### config.mk
export PLATFORM = sky130hd
export DESIGN_NAME = hit_resolver
export DESIGN_NICKNAME = d
export VERILOG_FILES = /design/src/rtl/hit_resolver.sv
export SDC_FILE = /design/constraint.sdc
export NUM_CORES = 1
export LEC_CHECK = 0
export CAP_MARGIN = 20
export CORE_MARGIN = 4
export CORE_UTILIZATION = 35
export CTS_CLUSTER_SIZE = 10
export DETAILED_ROUTE_END_ITERATION = 10
export PLACE_DENSITY = 0.64
export SLEW_MARGIN = 20
export SYNTH_ARGS = -nofsm -noshare
export SYNTH_HDL_FRONTEND = slang
export SYNTH_SLANG_ARGS = --single-unit
### constraint.sdc
create_clock -name clk -period 4.4 [get_ports clk]
set_input_delay 1.32 -clock clk [delete_from_list [all_inputs] [get_ports clk]]
set_output_delay 1.32 -clock clk [all_outputs]
set_load 0.01 [all_outputs]
### src/rtl/hit_resolver.sv
// Resolves fighting-game hits between two players and tracks health, invulnerability and KO.
// Latency: one tick from sampled boxes/states to registered health and hit pulses.
// Backpressure: none; every tick is evaluated.
module hit_resolver #(
  parameter logic [3:0] ACTIVE_STATE = 4'd4,
  parameter logic [6:0] MAX_HEALTH   = 7'd100,
  parameter logic [6:0] DAMAGE       = 7'd10,
  parameter logic [5:0] INVULN_TICKS = 6'd30
) (
  input  logic       clk,
  input  logic       rst,
  input  logic [3:0] p1_state,
  input  logic [3:0] p2_state,
  input  logic [9:0] p1_hit_x1,
  input  logic [9:0] p1_hit_x2,
  input  logic [9:0] p1_hit_y1,
  input  logic [9:0] p1_hit_y2,
  input  logic [9:0] p2_hit_x1,
  input  logic [9:0] p2_hit_x2,
  input  logic [9:0] p2_hit_y1,
  input  logic [9:0] p2_hit_y2,
  input  logic [9:0] p1_hurt_x1,
  input  logic [9:0] p1_hurt_x2,
  input  logic [9:0] p1_hurt_y1,
  input  logic [9:0] p1_hurt_y2,
  input  logic [9:0] p2_hurt_x1,
  input  logic [9:0] p2_hurt_x2,
  input  logic [9:0] p2_hurt_y1,
  input  logic [9:0] p2_hurt_y2,
  output logic [6:0] health1,
  output logic [6:0] health2,
  output logic       hit1,
  output logic       hit2,
  output logic       game_over,
  output logic [1:0] winner
);

  typedef struct packed {
    logic [9:0] x1;
    logic [9:0] x2;
    logic [9:0] y1;
    logic [9:0] y2;
  } box_t;

  typedef enum logic {FIGHT = 1'b0, KO = 1'b1} state_t;

  // An inverted box (x1>x2 or y1>y2) is treated as absent.
  function automatic logic overlap(input box_t a, input box_t b);
    return (a.x1 <= a.x2) && (a.y1 <= a.y2) && (b.x1 <= b.x2) && (b.y1 <= b.y2) &&
           (a.x1 <= b.x2) && (b.x1 <= a.x2) && (a.y1 <= b.y2) && (b.y1 <= a.y2);
  endfunction

  box_t p1_hit_box, p2_hit_box, p1_hurt_box, p2_hurt_box;
  assign p1_hit_box  = '{p1_hit_x1,  p1_hit_x2,  p1_hit_y1,  p1_hit_y2};
  assign p2_hit_box  = '{p2_hit_x1,  p2_hit_x2,  p2_hit_y1,  p2_hit_y2};
  assign p1_hurt_box = '{p1_hurt_x1, p1_hurt_x2, p1_hurt_y1, p1_hurt_y2};
  assign p2_hurt_box = '{p2_hurt_x1, p2_hurt_x2, p2_hurt_y1, p2_hurt_y2};

  state_t     state_q, state_n;
  logic [5:0] inv1_q, inv2_q, inv1_n, inv2_n;
  logic       landed12_q, landed21_q, landed12_n, landed21_n;
  logic [6:0] health1_n, health2_n;
  logic       hit1_n, hit2_n;
  logic [1:0] winner_n;
  logic       p1_active, p2_active, strike12, strike21;

  assign p1_active = (p1_state == ACTIVE_STATE);
  assign p2_active = (p2_state == ACTIVE_STATE);
  assign strike12  = (state_q == FIGHT) && p1_active && overlap(p1_hit_box, p2_hurt_box) &&
                     !landed12_q && (inv2_q == '0);
  assign strike21  = (state_q == FIGHT) && p2_active && overlap(p2_hit_box, p1_hurt_box) &&
                     !landed21_q && (inv1_q == '0);
  assign game_over = (state_q == KO);

  always_comb begin
    state_n    = state_q;
    health1_n  = health1;
    health2_n  = health2;
    winner_n   = winner;
    hit1_n     = 1'b0;
    hit2_n     = 1'b0;
    inv1_n     = (inv1_q != '0) ? inv1_q - 6'd1 : 6'd0;
    inv2_n     = (inv2_q != '0) ? inv2_q - 6'd1 : 6'd0;
    landed12_n = p1_active && (landed12_q || strike12);
    landed21_n = p2_active && (landed21_q || strike21);
    if (state_q == FIGHT) begin
      if (strike12) begin
        health2_n = (health2 > DAMAGE) ? health2 - DAMAGE : 7'd0;
        hit2_n    = 1'b1;
        inv2_n    = INVULN_TICKS;
      end
      if (strike21) begin
        health1_n = (health1 > DAMAGE) ? health1 - DAMAGE : 7'd0;
        hit1_n    = 1'b1;
        inv1_n    = INVULN_TICKS;
      end
      // Winner bits: bit1 = player 2 won (health1 gone), bit0 = player 1 won.
      if ((health1_n == 7'd0) || (health2_n == 7'd0)) begin
        state_n  = KO;
        winner_n = {health1_n == 7'd0, health2_n == 7'd0};
      end
    end
  end

  always_ff @(posedge clk) begin
    if (rst) begin
      state_q    <= FIGHT;
      health1    <= MAX_HEALTH;
      health2    <= MAX_HEALTH;
      hit1       <= 1'b0;
      hit2       <= 1'b0;
      winner     <= 2'b00;
      inv1_q     <= 6'd0;
      inv2_q     <= 6'd0;
      landed12_q <= 1'b0;
      landed21_q <= 1'b0;
    end else begin
      state_q    <= state_n;
      health1    <= health1_n;
      health2    <= health2_n;
      hit1       <= hit1_n;
      hit2       <= hit2_n;
      winner     <= winner_n;
      inv1_q     <= inv1_n;
      inv2_q     <= inv2_n;
      landed12_q <= landed12_n;
      landed21_q <= landed21_n;
    end
  end

endmodule

**Word level (Yosys, flattened, before mapping)**

Index checks and enable logic that the tools add are counted.

- Flip-flop bits (word level): 33
- Input port bits: 170
- Word-level logic and storage cells: 88

- Add/subtract/negate cells: 4
- $lt $le $gt $ge: 18
- Eq/ne operators: 2
- Muxes and demuxes: 16
- Bitwise operators: 1
- Reductions and logical operators: 37

Operator list:

| operator | number |
|---|---|
| 10-bit less-or-equal comparator | 16 |
| 7-bit two-way mux | 6 |
| 6-bit two-way mux | 6 |
| 1-bit logical AND | 24 |
| 7-bit by 4-bit greater-than comparator with 1-bit output, second input constant | 2 |
| 7-bit logical NOT | 2 |
| 7-bit by 4-bit subtractor with 7-bit output, second input constant | 2 |
| 6-bit logical NOT | 2 |
| 6-bit nonzero test | 2 |
| 6-bit by 1-bit subtractor with 6-bit output, second input constant | 2 |
| 4-bit by 3-bit equality test with 1-bit output, second input constant | 2 |
| 1-bit two-way mux | 4 |
| 1-bit logical OR | 3 |
| 1-bit logical NOT | 2 |
| 2-bit AND reduction | 1 |
| 2-bit OR reduction | 1 |
| 1-bit NOT | 1 |

**Longest topological paths before layout**

- Word-level depth: 17
- Mapped depth: 11

**Least setup slack after synthesis**

Ideal clock, no wire load.

- Path kind: input to register
- From: input port p1_hit_y2[7]
- To: register health2[5]
- Arrival time: 3.719 ns
- Required time: 4.280 ns
- Slack: 0.562 ns
- Cell stages on the path: 11
- Path buffers: 1
- Cells stage by stage: inv_1 > ha_1 > nand4_1 > nor3_1 > a2111oi_0 > nand3_1 > a2111oi_4 > nand2_2 > buf_6 > o31a_1 > a211o_1

- Word-level cells in the longest chain between the ends: 13
- Elaborated cells on any way between the ends: 14
- Those cells by class: order compare (2); mux (2); reduce/logical (10)

Ends and longest elaborated chain:

| item | RTL line | RTL |
|---|---|---|
| from (decl) | 17 | `input logic [9:0] p1_hit_y2,` |
| 10-bit less-or-equal comparator | 49 | `return (a.x1 <= a.x2) && (a.y1 <= a.y2) && (b.x1 <= b.x2) && (b.y1 <= b.y2) &&` |
| 1-bit logical AND (4 in series) | 49 |  |
| 1-bit logical AND (2 in series) | 50 | `(a.x1 <= b.x2) && (b.x1 <= a.x2) && (a.y1 <= b.y2) && (b.y1 <= a.y2);` |
| 1-bit logical AND * | 50 |  |
| 1-bit logical AND * (2 in series) | 69 | `assign strike12 = (state_q == FIGHT) && p1_active && overlap(p1_hit_box, p2_hurt_box) &&` |
| 1-bit logical AND * | 70 | `!landed12_q && (inv2_q == '0);` |
| 7-bit two-way mux * | 87 | `if (strike12) begin` |
| 7-bit two-way mux * | 86 | `if (state_q == FIGHT) begin` |
| to (signal assigned) | 120 | `health2 <= health2_n;` |
| to (decl) | 31 | `output logic [6:0] health2,` |

Every way passes the cells marked *; elsewhere a longest branch is shown, timed or not. The select of a mux whose other input is x is not followed.
A chain may end at the register's enable or synchronous reset.

**Worst setup path in the final report**

- From: input port p1_hit_y2[7]
- To: register health2[1]

The elaborated chain is that of the path after synthesis.

==> flow_summary.json <==
{
  "cap_violations": 0,
  "cts_hold_buf": 0,
  "fin_skew_ps": 5.45,
  "numClockSinks": 33,
  "areaGrowthSynthToFinish_pct": 42.6,
  "ys_ff_latch": 33,
  "start_util_pct": 35.8,
  "dp_cells": 1103,
  "fin_nets": 1234,
  "numPortBuffers": 188,
  "place_hpwl_um": 14500,
  "worstSetupPathType": "in2reg",
  "p_per_area_mw_per_mm2": 181,
  "dp_slack_ps": 5.73,
  "ioPinCount": 189,
  "cts_max_level": 2,
  "fmax_mhz": 244,
  "rows": 45,
  "async_flop_share_pct": 0,
  "maxSlewViolCount": 0,
  "drive_gt1_share_pct": 3.00,
  "netlist-cell-type-count": 63,
  "r2r_cells": 10,
  "routed_via_density": 5.04,
  "routed-via-count": 5602,
  "clk_pin_slew_worst_paths_ps": 50,
  "cts_tree": "built",
  "finalSetupViolations": 0,
  "p_leak_uw": 0.00370,
  "tightest_slew_ps": 573,
  "grt_pass1_vias": 5557,
  "timing.slew.headroom_pct": 61.4,
  "cp-start-kind": "input pin",
  "path_max_fanout": 9,
  "rsz0062_at_grt": "no",
  "synth_fp_nets": 1034,
  "place_congestion": 0.945,
  "synth_warnings": 0,
  "ir_worst_vdd_v": 0.000200,
  "postRouteAntennaNets": 0,
  "cts_repair_resize_count": 0,
  "hold_depth": 1,
  "fin_tns_setup_ps": 0,
  "die_h_um": 133,
  "required_ps": 4600,
  "grt_pass1_wl_um": 26200,
  "hold_path.class": "reg2reg",
  "grt.total_usage_pct": 17.6,
  "overflow": 0,
  "dr.pass1.iters": 5,
  "core_area_mm2": 0.0153,
  "avgSynthCellArea_um2": 7.82,
  "cts.path.max_buffers": 2,
  "drt_wl_total_um": 16100,
  "grt_max_degree": 17,
  "route.detailed.drc": 0,
  "hold_viol": 0,
  "cp-end-kind": "register",
  "dr.first_iter.drc_count": 193,
  "wl_per_cell_um": 14.5,
  "min_period_ps": 4100,
  "die_area_mm2": 0.0177,
  "cts_inserted_buffers": 5,
  "synth_edf_count": 0,
  "cts_root_buf": "clkbuf_16",
  "num_antenna_cells": 0,
  "synth_seq_area_share_pct": 12.1,
  "syn_area_mm2": 0.00547,
  "r2r_slack_ps": 1940,
  "setup_slack_ps": 296,
  "ys.flop_type": "dfxtp_1",
  "final_core_util_pct": 51.1,
  "cp.arrival_ps": 4310,
  "cts_setup_buffers": 0,
  "instances_no_fill": 1111,
  "status": "finished, final reports clean",
  "antenna_found_initial": 0,
  "timing.final.crit_share_pct": 93.3,
  "synthCells": 699,
  "die_w_um": 133,
  "clk_latency_ps": 280
}
-- critical path: stages --
cell and delay (ps):
clkdlybuf4s50_1 450, inv_1 60, ha_1 290, nand4_1 160, nor3_1 90, a2111oi_0 420, buf_4 190, nand3_1 110
a2111oi_4 360, nand2_2 180, buf_4 190, or3_1 330, a21oi_1 140
-- power by group --
group	leakage, µW	internal, µW	total [µW]	switching, µW
clock network	0.0000706	207	329	122
logic	0.00336	373	700	327
registers	0.000269	347	383	36.0
total	0.00370	927	1410	485
-- stage by stage --
stage               hold slack (ps)  power (µW)  instance area [µm²]
floorplan                       413         803                 5470
global placement                430        1080                 7650
detailed placement              433        1090                 7650
CTS                             439        1430                 7790
global route                    445        1550                 7790
finish                          439        1410                 7790
-- placed cells by master, fill, tap and decap left out, drive strengths merged, types with 9 or more instances in the layout --
cell type / instances
buf: 9
clkdlybuf4s50: 188
a21oi: 52
nor2b: 9
o21ai: 39
dfxtp: 33
nand3: 20
ha: 165
nand4: 29
nor3: 20
nor2: 42
nand2: 37
inv: 114
nand2b: 15
a211oi: 22
a21o: 14
-- layer usage --
layer  routed length, µm  global-route usage, %  vias to the layer above
li1                    -                      -                     2971
met1                7590                   22.8                     2462
met2                7410                   30.7                      153
met3                 827                   2.97                       16
met4                 252                   3.52                        0
met5                   0                      0                        -
-- synth_stat cells (4+ instances only) --
library cell	number	area, µm²
nand2_1	36	135
o21ai_0	39	195
or3_1	4	25.0
nand4_1	28	175
xnor2_1	5	43.8
a211oi_1	22	165
and4_1	4	35.0
o211ai_1	4	30.0
a21o_1	14	105
nor2b_1	9	56.3
nor2_1	42	158
a32oi_1	4	35.0
nand3_1	20	100
dfxtp_1	33	661
nand2b_1	15	93.8
nor3_1	19	95.1
nor4_1	4	25.0
a21oi_1	52	260
a2111o_1	6	67.6
o21a_1	4	30.0
inv_1	114	428
ha_1	165	2060
-- cell families after synthesis --
logic type	share of synthesized area, %
adder cells (fa/ha/maj)	37.8
buffers and inverters	8.33
flip-flops	12.1
XOR/XNOR	1.28
AND/OR/NAND/NOR	18.7
AO/OA/AOI/OAI	21.5
multiplexers	0.389
-- flip-flops by register name (all words and copies together), names as in the netlist --
signal      cells
hit2            1
landed12_q      1
hit1            1
health2         7
inv1_q          6
health1         7
winner          2
landed21_q      1
inv2_q          6
game_over       1
-- area by class of cell --
cell class	instances	area, µm²
clock buffer	6	129
clock inverter	2	10.0
fill	1499	7460
inverter	115	432
multi-input combinational	547	4350
sequential	33	661
tap	211	264
timing repair buffer	197	1950
-- path summary, 6_finish.rpt --
kind | from | to
max | p1_hit_y2[7] | health2[1]
max reg2reg | inv1_q[0] | inv1_q[2]
min reg2reg | inv2_q[0] | inv2_q[0]
min | inv2_q[0] | inv2_q[0]
Power figures use the tool's default switching activity.
